==> src/rtl/ising_sweep_controller.sv <==
// Sweep sequencer for the recurrent Ising sampler: issues one masked
// matrix-vector multiply per iteration, adds noise to the returned local
// fields and updates all spins in parallel by sign.
module ising_sweep_controller #(
  parameter int unsigned N          = 2,
  parameter int unsigned DATABITS   = 32,
  parameter int unsigned MM_LATENCY = 2,
  parameter int unsigned ITERBITS   = 16
) (
  input  logic                  clk,
  input  logic                  rst_n,
  input  logic                  start,
  input  logic                  abort,
  input  logic [ITERBITS-1:0]   num_iters,
  input  logic                  stop_on_stable,
  input  logic [N-1:0]          init_spins,
  input  logic [DATABITS*N-1:0] noise,
  input  logic [DATABITS*N-1:0] mm_result,
  output logic [DATABITS-1:0]   mm_ready,
  output logic [N-1:0]          mm_mask,
  output logic                  noise_ack,
  output logic [N-1:0]          spins,
  output logic [ITERBITS-1:0]   iter_count,
  output logic                  busy,
  output logic                  done,
  output logic                  stable
);

  localparam int unsigned CNTW = (MM_LATENCY > 1) ? $clog2(MM_LATENCY) : 1;

  typedef enum logic [2:0] {
    S_IDLE   = 3'd0,
    S_ISSUE  = 3'd1,
    S_WAIT   = 3'd2,
    S_UPDATE = 3'd3,
    S_DONE   = 3'd4
  } state_t;

  state_t               r_state;
  state_t               w_next;
  logic [CNTW-1:0]      r_wait_cnt;
  logic [ITERBITS-1:0]  r_num_iters;
  logic                 r_stop_on_stable;
  logic [N-1:0]         r_spins;
  logic [ITERBITS-1:0]  r_iter_count;
  logic                 r_stable;
  logic                 r_mm_ready;
  logic                 r_noise_ack;
  logic                 r_busy;
  logic                 r_done;

  logic                 w_load;
  logic                 w_update;
  logic [N-1:0]         w_new_spins;
  logic                 w_no_change;
  logic [ITERBITS-1:0]  w_iter_inc;
  logic signed [DATABITS:0] w_sum [N];

  // Sign decision per spin on a widened sum so extreme fields cannot wrap.
  always_comb begin
    for (int i = 0; i < N; i++) begin
      w_sum[i] = $signed({mm_result[i*DATABITS + DATABITS - 1], mm_result[i*DATABITS +: DATABITS]})
               + $signed({noise[i*DATABITS + DATABITS - 1], noise[i*DATABITS +: DATABITS]});
      w_new_spins[i] = !w_sum[i][DATABITS] && (w_sum[i] != '0);
    end
  end

  assign w_no_change = (w_new_spins == r_spins);
  assign w_iter_inc  = r_iter_count + ITERBITS'(1);

  // State register.
  always_ff @(posedge clk) begin
    if (!rst_n) r_state <= S_IDLE;
    else        r_state <= w_next;
  end

  // Next-state logic and datapath strobes; abort overrides every transition.
  always_comb begin
    w_next   = r_state;
    w_load   = 1'b0;
    w_update = 1'b0;
    if (abort) begin
      w_next = S_IDLE;
    end else begin
      case (r_state)
        S_IDLE: begin
          if (start) begin
            w_load = 1'b1;
            w_next = (num_iters == '0) ? S_DONE : S_ISSUE;
          end
        end
        S_ISSUE: w_next = S_WAIT;
        S_WAIT: begin
          if (r_wait_cnt == CNTW'(MM_LATENCY - 1)) w_next = S_UPDATE;
        end
        S_UPDATE: begin
          w_update = 1'b1;
          if ((w_iter_inc == r_num_iters) || (r_stop_on_stable && w_no_change)) w_next = S_DONE;
          else                                                                w_next = S_ISSUE;
        end
        S_DONE:  w_next = S_IDLE;
        default: w_next = S_IDLE;
      endcase
    end
  end

  // Multiplier latency counter: cleared outside WAIT, counts WAIT cycles.
  always_ff @(posedge clk) begin
    if (!rst_n)                                         r_wait_cnt <= '0;
    else if ((r_state == S_WAIT) && (w_next == S_WAIT)) r_wait_cnt <= r_wait_cnt + CNTW'(1);
    else                                                r_wait_cnt <= '0;
  end

  // Run configuration, spin vector, iteration count and stability flag.
  always_ff @(posedge clk) begin
    if (!rst_n) begin
      r_num_iters      <= '0;
      r_stop_on_stable <= 1'b0;
      r_spins          <= '0;
      r_iter_count     <= '0;
      r_stable         <= 1'b0;
    end else if (w_load) begin
      r_num_iters      <= num_iters;
      r_stop_on_stable <= stop_on_stable;
      r_spins          <= init_spins;
      r_iter_count     <= '0;
      r_stable         <= 1'b0;
    end else if (w_update) begin
      r_spins          <= w_new_spins;
      r_iter_count     <= w_iter_inc;
      r_stable         <= w_no_change;
    end
  end

  // Status and handshake outputs, registered from the upcoming state.
  always_ff @(posedge clk) begin
    if (!rst_n) begin
      r_mm_ready  <= 1'b0;
      r_noise_ack <= 1'b0;
      r_busy      <= 1'b0;
      r_done      <= 1'b0;
    end else begin
      r_mm_ready  <= (w_next == S_ISSUE);
      r_noise_ack <= (w_next == S_UPDATE);
      r_busy      <= (w_next != S_IDLE);
      r_done      <= (w_next == S_DONE);
    end
  end

  assign mm_ready   = DATABITS'(r_mm_ready);
  assign mm_mask    = r_spins;
  assign noise_ack  = r_noise_ack;
  assign spins      = r_spins;
  assign iter_count = r_iter_count;
  assign busy       = r_busy;
  assign done       = r_done;
  assign stable     = r_stable;

endmodule

==> config.mk <==
export PLATFORM = sky130hd
export DESIGN_NAME = ising_sweep_controller
export DESIGN_NICKNAME = d
export VERILOG_FILES = /design/src/rtl/ising_sweep_controller.sv
export SDC_FILE = /design/constraint.sdc
export NUM_CORES = 1
export LEC_CHECK = 0
export ABC_CLOCK_PERIOD_IN_PS = 5200
export BUFFER_PORTS_ARGS = -buffer_cell sky130_fd_sc_hd__buf_4
export CORE_UTILIZATION = 49
export DETAILED_ROUTE_END_ITERATION = 7
export PLACE_DENSITY = 0.77
export SYNTH_ARGS = -nofsm -noshare
export SYNTH_HDL_FRONTEND = slang
export SYNTH_SLANG_ARGS = --single-unit
==> constraint.sdc <==
create_clock -name clk -period 5.2 [get_ports clk]
set_clock_uncertainty 0.2 [all_clocks]
set_input_delay 0.52 -clock clk [delete_from_list [all_inputs] [get_ports clk]]
set_output_delay 0.52 -clock clk [all_outputs]
set_load 0.005 [all_outputs]
==> run_results.csv <==
group,metric,value,unit
detailed_routing,final_antenna_net_count,0,
synthesis,synth.avg_cell_area,7.08,sq um
critical_path,end_kind,"register",
place,port_buffers,175,
cts,cts_resized,0,
floorplan,die_w,118,um
cells_and_area,drive_gt1_frac,0.188,
cells_and_area,syn2layout_area_growth,21.3,%
cells_and_area,nets,1285,
power_and_ir_drop,peakVddDrop,0.206,mV
floorplan,ioPinCount,207,
synthesis,synthFlopType,"dfxtp_1",
timing,setup_violations,0,
critical_path,max_stage_delay,0.53,ns
cts,cts_setup_buffers,0,
cts,htreeDepth,2,
synthesis,ys_ff_latch,44,
outcome,outcome,"finished, final reports clean",
detailed_routing,wl_met2,9010,um
floorplan,num_rows,42,
cells_and_area,n_antenna_cell,0,
power_and_ir_drop,p_leak,3.39,nW
synthesis,syn_inst,931,
floorplan,fp.coreArea,0.0132,sq mm
timing,rsz0062_at_grt,"no",
floorplan,start_util,0.500,
power_and_ir_drop,clockPowerShare,0.251,
grt,grt_max_degree,23,
timing,drv_slew,0,
detailed_routing,num_vias,7405,
power_and_ir_drop,switching_share,0.373,
critical_path,critPathSlowestCell,"or4_1",
grt,grtUsageTotal,0.264,
synthesis,yosysTopAreaCellShare,0.134,
critical_path,worstPathCellList,"buf_4 > ha_1 > fa_1 > a21o_2 > and3b_1 > o21a_1 > o21ai_2 > a211oi_1 > or4_1 > nor4_1 > and3_1 > nor2_1 > a2111o_1 > a211o_1",
timing,finalWorstPathRequiredPeriod,4.19,ns
synthesis,ys_warn_count,0,
power_and_ir_drop,pwr-share-seq,0.253,
detailed_routing,met3_length,897,um
power_and_ir_drop,p_comb_frac,0.496,
critical_path,worstSetupStartpointType,"input pin",
cts,holdBufCountCts,0,
cells_and_area,utilization,0.606,
detailed_routing,wl_met1,8320,um
critical_path,critPathKind,"input pin to register",
synthesis,synth_edf_count,0,
cts,clkTransAtPathRegs,0.06,ns
cts,cts_buffer_depth,2,
critical_path,cp.required,5.17,ns
critical_path,worstSetupPathDepth,14,
place,pre_cts_ws,0.718,ns
detailed_routing,wl,18900,um
synthesis,netlist-cell-type-count,75,
timing,finalCritPeriodShare,0.805,
run,drv_cap,0,
timing,setup_ws,1.01,ns
place,dpl_cell_area,0.00783,sq mm
cts,clkLatencyLatePin,0.28,ns
synthesis,synth.area.top_cells,"dfxtp_1 (13%), ha_1 (12%), nand2_1 (6.5%)",
timing,finalSetupTns,0,ns
cts,cts_tree,"built",
hold_path,hp-class,"register to register",
detailed_routing,drt-initial-drc-count,556,
detailed_routing,routed.top_layer,"met4",
cts,clkSinkCount,44,
critical_path,cp.arrival,4.15,ns
synthesis,synth_top_area_cell,"dfxtp_1",
detailed_routing,routedWlPerCell,15.2,um
critical_path,path_buf_inv,1,
grt,grt_first_pass_wirelength,31100,um
cells_and_area,fin_cells,1244,
synthesis,ys_seq_area_frac,0.134,
cts,cts_buffers,5,
floorplan,die_y,118,um
synthesis,async_flop_share,0,
detailed_routing,drc,0,
synthesis,synth.most_common_cell,"nand2_1",
place,routabilityCongestion,0.915,
hold_path,hold_depth,1,
timing,relSlewSlack,0.262,
synthesis,yosys-top-cells-count,"nand2_1 (114), a21oi_1 (79), nor2_1 (70), ha_1 (65), o21ai_0 (59)",
cells_and_area,design_area,0.00800,sq mm
timing,hold_viol,0,
critical_path,ff2ff_path_depth,12,
cts,cts_root_buffer,"clkbuf_16",
critical_path,cpLargestDelayFamily,"compound AO/OA/AOI/OAI gates",
power_and_ir_drop,power.density,175,mW/mm^2
detailed_routing,drt_first_pass_iters,5,
grt,grt-ovfl-total,0,
timing,clock.fmax,239,MHz
timing,worstMarginPinSlew,1.10,ns
power_and_ir_drop,p_sw,0.521,mW
floorplan,dieArea,0.0139,sq mm
detailed_routing,avgViaCountPerCell,5.95,
grt,antenna_found_initial,0,
grt,grt_pass1_vias,6576,
place,dp_hpwl,15600,um
place,place_inst,1236,
critical_path,cp_max_fo,8,
power_and_ir_drop,p_int,0.877,mW
synthesis,synth_area,0.00660,sq mm
## sequential cells by signal (all words and copies together), names as in the netlist
| name | count |
|---|---|
| busy | 1 |
| done | 1 |
| iter_count | 16 |
| mm_mask | 2 |
| noise_ack | 1 |
| r_mm_ready | 1 |
| r_num_iters | 16 |
| r_state | 3 |
| r_stop_on_stable | 1 |
| r_wait_cnt | 1 |
| stable | 1 |
## per-stage QoR
step	hold WS, ns	total power, mW
after detailed placement	0.235	1.04
after floorplan	0.200	0.846
after global placement	0.210	1.04
after CTS	0.245	1.40
after global routing	0.263	1.49
final	0.249	1.40
## power by group through the flow
stage / clock (mW) / sequential (mW) / combinational (mW)
floorplan: 0 / 0.358 / 0.488
global placement: 0 / 0.361 / 0.679
detailed placement: 0 / 0.361 / 0.682
CTS: 0.356 / 0.353 / 0.685
global route: 0.369 / 0.355 / 0.769
finish: 0.350 / 0.354 / 0.694
## cells by family (layout without fill, tap and decap cells)
family                   count (synthesis)  count (layout)  synth area share
AND/OR/NAND/NOR                        354             354             0.264
AO/OA/AOI/OAI                          306             306             0.310
buffers and inverters                   92             199            0.0723
adder cells (fa/ha/maj)                 67              67             0.129
XOR/XNOR                                63              63            0.0837
flip-flops                              44              44             0.134
multiplexers                             4               4           0.00645
other                                    1              31          0.000569
## final timing paths
check	slack, ns	to	start
worst min-delay path	0.25	r_wait_cnt	r_wait_cnt
worst max register to register	1.38	r_mm_ready	iter_count[0]
worst min register to register	0.25	r_wait_cnt	r_wait_cnt
worst max-delay path	1.01	r_state[0]	noise[0]
## metal layers
| layer | GRT usage | vias up |
|---|---|---|
| met1 | 0.347 | 3369 |
| met3 | 0.0218 | 45 |
| met2 | 0.450 | 288 |
| li1 | - | 3703 |
| met5 | 0 | - |
| met4 | 0.0946 | 0 |
## placed cells by master (no fill, tap or decap), drive strengths merged, types with 31 or more instances in the layout
cell type,Yosys,final
nand2,114,114
buf,37,176
nor2,70,70
ha,65,65
dfxtp,44,44
conb,1,31
a21oi,79,79
o21ai,60,60
xnor2,34,34
## area by class of cell
class                   count  area, sq um
clock buffers               6          129
clock inverters             2         35.0
fillers                  1278         5190
inverters                  15         56.3
multi-input cells         825         5360
flip-flops and latches     44          881
well taps                 176          220
repair buffers            176         1320
No activity file was read; power rests on OpenSTA's default activity.
